**config.mk**
```make
export PLATFORM = sky130hd
export DESIGN_NAME = regfile_mp
export DESIGN_NICKNAME = d
export VERILOG_FILES = /design/src/rtl/regfile_pkg.sv /design/src/rtl/regfile_rdport.sv /design/src/rtl/regfile_mp.sv
export SDC_FILE = /design/constraint.sdc
export NUM_CORES = 1
export LEC_CHECK = 0
export BUFFER_PORTS_ARGS = -buffer_cell sky130_fd_sc_hd__buf_4
export CAP_MARGIN = 40
export CELL_PAD_IN_SITES_DETAIL_PLACEMENT = 1
export CELL_PAD_IN_SITES_GLOBAL_PLACEMENT = 2
export CORE_MARGIN = 1
export CORE_UTILIZATION = 44
export CTS_CLUSTER_DIAMETER = 60
export DETAILED_ROUTE_END_ITERATION = 10
export PLACE_DENSITY = 0.74
export SKIP_LAST_GASP = 1
export SLEW_MARGIN = 20
export SYNTH_ARGS = -nofsm -noshare
export SYNTH_HDL_FRONTEND = slang
export SYNTH_SLANG_ARGS = --single-unit
```
**constraint.sdc**
```tcl
create_clock -name clk -period 3.1 [get_ports clk]
set_clock_uncertainty 0.1 [all_clocks]
set_input_delay 0.155 -clock clk [delete_from_list [all_inputs] [get_ports clk]]
set_output_delay 0.155 -clock clk [all_outputs]
set_load 0.03 [all_outputs]
```
**src/rtl/regfile_pkg.sv**
```systemverilog
// regfile_pkg: shared types, defaults and helpers for the
// multi-port register file (regfile_mp and regfile_rdport).
package regfile_pkg;

  typedef enum logic [0:0] {
    RF_CLEAR = 1'b0,
    RF_RUN   = 1'b1
  } rf_state_t;

  localparam int RF_XLEN_DEF  = 32;
  localparam int RF_DEPTH_DEF = 32;

  // Address width for a given depth; never below 1 bit.
  function automatic int rf_aw(input int depth);
    return (depth > 1) ? $clog2(depth) : 1;
  endfunction

endpackage

```
**src/rtl/regfile_rdport.sv**
```systemverilog
// regfile_rdport: one combinational read port (array mux, range and
// zero-reg checks, write bypass, force-to-zero while not ready).
// Ports: ready, mem (array), wr_hit_en/wr_addr/wr_data, rd_addr, rd_data.
module regfile_rdport
  import regfile_pkg::*;
#(
  parameter int XLEN     = RF_XLEN_DEF,
  parameter int DEPTH    = RF_DEPTH_DEF,
  parameter int ZERO_REG = 1,
  parameter int BYPASS   = 1,
  localparam int AW      = rf_aw(DEPTH)
) (
  input  logic            ready,
  input  logic [XLEN-1:0] mem [DEPTH],
  input  logic            wr_hit_en,
  input  logic [AW-1:0]   wr_addr,
  input  logic [XLEN-1:0] wr_data,
  input  logic [AW-1:0]   rd_addr,
  output logic [XLEN-1:0] rd_data
);

  localparam logic [AW:0] DEPTH_W = (AW+1)'(DEPTH);

  logic in_range;
  logic is_zero;
  logic byp_hit;

  assign in_range = {1'b0, rd_addr} < DEPTH_W;
  assign is_zero  = (ZERO_REG != 0) && (rd_addr == '0);
  // wr_hit_en is only high for a write that will really land
  assign byp_hit  = (BYPASS != 0) && wr_hit_en
                 && (wr_addr == rd_addr);

  always_comb begin
    rd_data = '0;
    if (ready && in_range && !is_zero) begin
      rd_data = byp_hit ? wr_data : mem[rd_addr];
    end
  end

endmodule

```
**src/rtl/regfile_mp.sv**
```systemverilog
// regfile_mp: parametrised multi-read-port register file with a
// post-reset sequential clear engine and optional write bypass.
// Ports: clk, rst (sync, active-low), rf_ready, wr_en/wr_addr/wr_data,
// rd_addr (NRD*AW), rd_data (NRD*XLEN).
// Build option REGFILE_DBG_PORT_EN adds dbg_sel / dbg_data
// (registered, one-cycle latency, no bypass).
module regfile_mp
  import regfile_pkg::*;
#(
  parameter int XLEN     = RF_XLEN_DEF,
  parameter int DEPTH    = RF_DEPTH_DEF,
  parameter int NRD      = 2,
  parameter int ZERO_REG = 1,
  parameter int BYPASS   = 1,
  localparam int AW      = rf_aw(DEPTH)
) (
  input  logic                clk,
  input  logic                rst,
  output logic                rf_ready,
  input  logic                wr_en,
  input  logic [AW-1:0]       wr_addr,
  input  logic [XLEN-1:0]     wr_data,
  input  logic [NRD*AW-1:0]   rd_addr,
  output logic [NRD*XLEN-1:0] rd_data
`ifdef REGFILE_DBG_PORT_EN
  ,
  input  logic [AW-1:0]       dbg_sel,
  output logic [XLEN-1:0]     dbg_data
`endif
);

  localparam logic [AW:0]   DEPTH_W  = (AW+1)'(DEPTH);
  localparam logic [AW-1:0] LAST_IDX = AW'(DEPTH - 1);

  rf_state_t       state_q, state_d;
  logic [AW-1:0]   clr_idx_q, clr_idx_d;
  logic            ready_q, ready_d;
  logic [XLEN-1:0] mem_q [DEPTH];

  logic            mem_we;
  logic [AW-1:0]   mem_wa;
  logic [XLEN-1:0] mem_wd;
  logic            wr_ok;
  logic            wr_acc;

  assign wr_ok  = ({1'b0, wr_addr} < DEPTH_W)
               && !((ZERO_REG != 0) && (wr_addr == '0));
  // A write presented while rst is low is dropped
  assign wr_acc = rst && (state_q == RF_RUN)
               && wr_en && wr_ok;

  always_comb begin
    state_d   = state_q;
    clr_idx_d = clr_idx_q;
    ready_d   = ready_q;
    mem_we    = 1'b0;
    mem_wa    = wr_addr;
    mem_wd    = wr_data;
    if (!rst) begin
      state_d   = RF_CLEAR;
      clr_idx_d = '0;
      ready_d   = 1'b0;
    end else if (state_q == RF_CLEAR) begin
      mem_we = 1'b1;
      mem_wa = clr_idx_q;
      mem_wd = '0;
      if (clr_idx_q == LAST_IDX) begin
        state_d   = RF_RUN;
        ready_d   = 1'b1;
        clr_idx_d = '0;
      end else begin
        clr_idx_d = clr_idx_q + 1'b1;
      end
    end else begin
      mem_we = wr_acc;
    end
  end

  always_ff @(posedge clk) begin
    state_q   <= state_d;
    clr_idx_q <= clr_idx_d;
    ready_q   <= ready_d;
  end

  // No reset on the array so it can map to distributed RAM
  always_ff @(posedge clk) begin
    if (mem_we) begin
      mem_q[mem_wa] <= mem_wd;
    end
  end

  assign rf_ready = ready_q;

  for (genvar k = 0; k < NRD; k++) begin : g_rd
    regfile_rdport #(
      .XLEN     (XLEN),
      .DEPTH    (DEPTH),
      .ZERO_REG (ZERO_REG),
      .BYPASS   (BYPASS)
    ) u_rdport (
      .ready     (ready_q),
      .mem       (mem_q),
      .wr_hit_en (wr_acc),
      .wr_addr   (wr_addr),
      .wr_data   (wr_data),
      .rd_addr   (rd_addr[k*AW +: AW]),
      .rd_data   (rd_data[k*XLEN +: XLEN])
    );
  end

`ifdef REGFILE_DBG_PORT_EN
  logic [XLEN-1:0] dbg_data_q, dbg_data_d;

  always_comb begin
    dbg_data_d = '0;
    if (rst && (state_q == RF_RUN)
        && ({1'b0, dbg_sel} < DEPTH_W)) begin
      dbg_data_d = mem_q[dbg_sel];
    end
  end

  always_ff @(posedge clk) begin
    dbg_data_q <= dbg_data_d;
  end

  assign dbg_data = dbg_data_q;
`endif

endmodule

```
* Word level (Yosys, flattened, before mapping)
Cells that the tools add are included.
Word-level totals: register bits 1031, bits of input ports 50, output and inout port bits 65, word-level logic and storage cells 84
Cells by class: $add $sub $neg 1, $lt $le $gt $ge 4, equality and inequality tests 3, mux-type cells 22, bitwise operators 4, reductions and logical operators 15
Operator list (count):
- $bwmux W1024 | 1
- $mux W32 | 11
- $bmux W32 S5 | 2
- $demux W32 S5 | 1
- $ge A6 B6 Y1 const B | 3
- $not A5 Y6 | 3
- $logic_not A5 Y1 | 3
- $mux W5 | 3
- $eq A5 B5 Y1 | 2
- $logic_and A1 B1 Y1 | 8
- $lt A6 B1 Y1 const B | 1
- $add A5 B1 Y5 const B | 1
- $eq A5 B5 Y1 const B | 1
- $mux W1 | 4
- $logic_not A1 Y1 | 3
- $reduce_and A2 Y1 | 1
- $not A1 Y1 | 1

* Logic depth before layout (Yosys ltp)
depth after elaboration 8, mapped depth 10, mapped depth without buffers 6

* By module
A second synthesis with hierarchy kept.
Second synthesis, totals: cell total of the unflattened synthesis 2390, area, all modules 48046.1 µm²
By module, submodules not included:
- regfile_mp | instances 1, cells an instance 1154, area an instance 31715.4 µm², seq. area each 30889.6 µm²
- regfile_rdport | instances 2, cells an instance 618, area an instance 8165.3 µm², seq. area each 0.0 µm²

* Worst setup path before layout
No wires, ideal clock.
kind reg-to-reg, start reg state_q, end reg mem_q[768] in the netlist's numbering, enable pin, library setup time 0.421 ns, arrival 2.650 ns, required time 2.579 ns, path slack -0.071 ns, cell stages (with the launch flop) 8, path buffers 2, period minus slack after synthesis 3.171 ns, cells stage by stage dfxtp_1 nand2b_1 clkbuf_1 clkbuf_1 nand3b_1 o21ai_0 nand2_1 nor2_1
On the way: longest elaborated chain between the ends 5
RTL lines:
- start, declared | RTL line regfile_mp.sv:35 | rf_state_t state_q, state_d;
- start signal, assigned | RTL line regfile_mp.sv:80 | state_q <= state_d;
- $logic_and A1 B1 Y1 | RTL line regfile_mp.sv:49 | assign wr_acc = rst && (state_q == RF_RUN)
- $logic_and A1 B1 Y1 (2 in a row) | RTL line regfile_mp.sv:50 | && wr_en && wr_ok;
- $mux W1 * | RTL line regfile_mp.sv:63 | end else if (state_q == RF_CLEAR) begin
- $mux W1 * | RTL line regfile_mp.sv:59 | if (!rst) begin
- end signal, assigned by index | RTL line regfile_mp.sv:88 | mem_q[mem_wa] <= mem_wd;
- end, declared | RTL line regfile_mp.sv:38 | logic [XLEN-1:0] mem_q [DEPTH];
Mark *: on every way between the ends. The rest lies on a longest branch, timed or not. A chain may end at the register's enable or synchronous reset.

* Worst setup path in the final report
start reg mem_q[95] in the netlist's numbering, end out rd_data[31]
On the way: longest elaborated chain between the ends 5
RTL lines:
- $bmux W32 S5 | RTL line regfile_rdport.sv:37 | rd_data = byp_hit ? wr_data : mem[rd_addr];
- $mux W32 (implied by the code) (2 in a row) | RTL line regfile_rdport.sv:37
- $mux W32 | RTL line regfile_rdport.sv:37
- $mux W32 | RTL line regfile_rdport.sv:36 | if (ready && in_range && !is_zero) begin
- end, declared | RTL line regfile_mp.sv:24 | output logic [NRD*XLEN-1:0] rd_data
No other way between the ends. The select of a mux whose other input is x is not followed.

==> metrics.csv <==
stage;metric;value;unit
outcome;run_status;complete, no violations;
synth;yosys.area_share.adder;0.05135;%
timing;period_share;99.35;%
die;die_y;334.8;microns
setup_path;worst_path_max_delay_cell;mux4_2;
synth;syn_inst;2656;
timing;slew_headroom;47.31;%
timing;setup_violations;0;
timing;hold_viol_final;0;
synth;netlist.area_leader.share;63.10;%
placement;gp_congestion;0.8451;
synth;ys_seq_area_share;63.38;%
final_layout;fin_cells;4513;
setup_path;cp_max_fo;2;
synth;yosys.area_share.simple;2.110;%
synth;async_flop_share;0;%
clock_tree;clkSinkCount;1031;
routing;totalWireLength;176500;microns
timing;drv_slew;0;
die;die_area;112100;sq um
die;fp.dieW;334.8;microns
final_layout;area_delta_synth_final;18.37;%
setup_path;worstSetupPathType;reg2out;
synth;synth_top_family_by_area;multiplexers;
routing;drcViolationCount;0;
die;initial_core_util;44.58;%
die;rows;121;
timing;timing.fmax;324.7;MHz
clock_tree;cts_tree;built;
clock_tree;clock_insertion_delay_worst_skew;0.71;ns
routing;wire_per_inst;39.11;microns
synth;synth_cell_types;51;
timing;tightest_slew;0.7903;ns
synth;synth_compound_area_share;7.392;%
placement;dp_cells;4288;
synth;yosysTopAreaCell;edfxtp_1;
setup_path;crit_buf_inv;1;
synth;ys.warnings.count;0;
die;num_io_pins;115;
setup_path;reg2reg_to;mem_q[993];
grt;grt_pass1_vias;32650;
flow_run;maxCapViolCount;0;
setup_path;r2r_slack;0.61;ns
synth;synth_edf_count;1024;
grt;grt_usage;31.63;%
routing;drt_pass1_iterations;5;
clock_tree;cts.path.max_buffers;3;
routing;vias_per_cell;6.882;
grt;grt_pass1_wl;248900;microns
power;p_leak;19.33;nW
setup_path;path_delay_family;compound AO/OA/AOI/OAI gates;
synth;ys.flop_type;edfxtp_1;
synth;muxShareOfSynthArea;24.49;%
min_path;whs_path_depth;3;
timing;grt_setup_unrepaired;true;
min_path;hold_start;wr_data[7];
routing;vias;31060;
setup_path;arrival;2.82;ns
min_path;min_to;mem_q[455];
routing;antenna_left;0;
setup_path;worstRegToRegCells;5;
clock_tree;cts_buffers;112;
setup_path;crit_path_start_kind;flop;
timing;layout_min_cycle_time;3.080;ns
grt;grt_start_max_net_pins;54;
die;core;109300;sq um
final_layout;final_nets;3001;
placement;dp_hpwl;105400;microns
clock_tree;clk_pin_slew;0.06;ns
synth;synth_xor_area_share;0.1797;%
power;peakVddDrop;0.4062;mV
setup_path;crit-reg2reg-launch;state_q;
clock_tree;h-tree-depth;3;
setup_path;end_kind;output pin;
final_layout;final_layout_size_suffix_gt1_share;34.48;%
clock_tree;root_buffer;clkbuf_16;
setup_path;crit_required;2.84;ns
final_layout;post-route-util;52.78;%
synth;synth_area_per_cell;18.35;sq um
grt;antenna_found_initial;9;
setup_path;max_stage_delay;0.49;ns
routing;dr.first_iter.drc_count;4090;
synth;ys_seq_elements;1031;
synth;synthesis.nets;2708;
setup_path;path_cells;mux4_2, mux2_2, a221o_2, a32o_2, buf_6;
synth;synth_area_leaders;edfxtp_1 63%, mux4_2 18%, mux2i_1 6.0%;
setup_path;crit_cells;5;
min_path;hold_path_class;in2reg;
synth;syn_area;48730;sq um
power;power_density;540.8;nW/um^2
placement;port-buffer-count;114;
grt;overflow;0;
==> synthesized netlist by cell type (3+ instances only) <==
cell and n:
o21ai_0 5, nand2_1 67, and2_1 33, nor2b_1 38, a22oi_1 64, a21boi_0 3
a21oi_1 78, buf_1 8, a221oi_1 64, o21bai_1 32, nor2_1 41, o221ai_1 32
o22ai_1 31, a31oi_1 4, mux2_2 32, xnor2_1 7, xor2_1 3, nand2b_1 4
buf_4 25, edfxtp_1 1024, buf_2 64, clkbuf_1 113, a32o_1 32, mux2i_1 290
dfxtp_1 7, a211oi_1 63, nand3b_1 4, inv_1 4, buf_6 16, mux4_2 385
a221o_1 53, nor3_1 5
==> worst max path at each step <==
stage	to	slack (ns)	startpoint
finish	rd_data[31]	0.02	mem_q[95]
CTS	rd_data[0]	-0.03	state_q
floorplan	mem_q[768]	-0.07	state_q
global route	rd_data[31]	-0.01	mem_q[95]
global placement	rd_data[3]	0.23	rd_addr[0]
detailed placement	rd_data[53]	0.22	rd_addr[5]
==> layer usage <==
layer / global-route usage, % / part of all wire, %
met3: 7.876 / 11
met4: 12.18 / 3.8
met5: 0 / 0.020
met1: 43.29 / 39
met2: 48.83 / 46
==> cells by family (layout without fill, tap and decap cells) <==
| family | after synthesis | count (layout) |
|---|---|---|
| flops | 1031 | 1031 |
| mux | 707 | 707 |
| compound gates | 468 | 468 |
| buf+inv | 232 | 608 |
| simple gates | 206 | 208 |
| xor+xnor | 10 | 10 |
| fa+ha+maj | 2 | 2 |
| other cells | 0 | 3 |
==> placed cells by master (no fill, tap or decap), types with 9 or more instances in the layout <==
cell type / n
a22oi_1: 64
buf_6: 13
clkinv_1: 19
and2_1: 32
a32o_2: 9
buf_12: 90
nand2_1: 67
buf_4: 286
mux2_2: 31
a221o_1: 52
a21oi_1: 71
mux2i_1: 290
edfxtp_1: 1024
mux4_2: 385
a32o_1: 23
clkinv_2: 23
clkbuf_1: 26
clkbuf_16: 114
a211oi_1: 59
o21bai_1: 32
a221oi_1: 64
o22ai_1: 31
o221ai_1: 32
nor2b_1: 35
nor2_4: 35
==> power breakdown <==
group          total, mW  internal, mW  switching [mW]
Clock               12.8          7.25            5.57
Combinational       2.87          1.16            1.71
Sequential          15.5          15.5          0.0593
Total               31.2          23.9            7.33
==> worst min-delay path, cell delays in order <==
cell and delay [ns]:
buf_4 0.13, and2_1 0.13, buf_4 0.22
==> through the flow <==
step / hold slack, ns / power, mW / setup slack, ns / cell area [sq um] / TNS (ns)
2_1_floorplan: 0.1728 / 17.43 / -0.07143 / 48740 / -32.20
3_3_place_gp: 0.3435 / 18.54 / 0.2291 / 53710 / 0
3_5_place_dp: 0.3501 / 18.62 / 0.2212 / 53780 / 0
4_1_cts: 0.002932 / 31.33 / -0.03320 / 57600 / -0.07107
5_1_grt: 0.03205 / 31.93 / -0.01474 / 57680 / -0.01526
6_report: 0.04034 / 31.20 / 0.02009 / 57690 / 0
==> layout make-up <==
type / count / area, sq um
Clock inverter: 60 / 519.2
Fill cell: 9861 / 51620
Antenna cell: 3 / 7.507
Multi-Input combinational cell: 1395 / 17110
Inverter: 4 / 15.01
Tap cell: 1476 / 1847
Timing Repair Buffer: 405 / 4377
Clock buffer: 139 / 2925
Sequential cell: 1031 / 30890
==> sequential cells by signal, summed over array words and instances, names as in the netlist <==
register / count
rf_ready: 1
mem_q: 1024
state_q: 1
clr_idx_q: 5
==> timing repair <==
action | in CTS | in global routing
setup endpoints to repair | 35 | 36
hold buffers | 6 | 0
pin swaps | 17 | 5
gates resized for setup | 32 | 15
cloned | 5 | 1
hold endpoints to repair | 45 | 0
buffers inserted | 9 | 2
No activity file was read; power rests on OpenSTA's default activity.
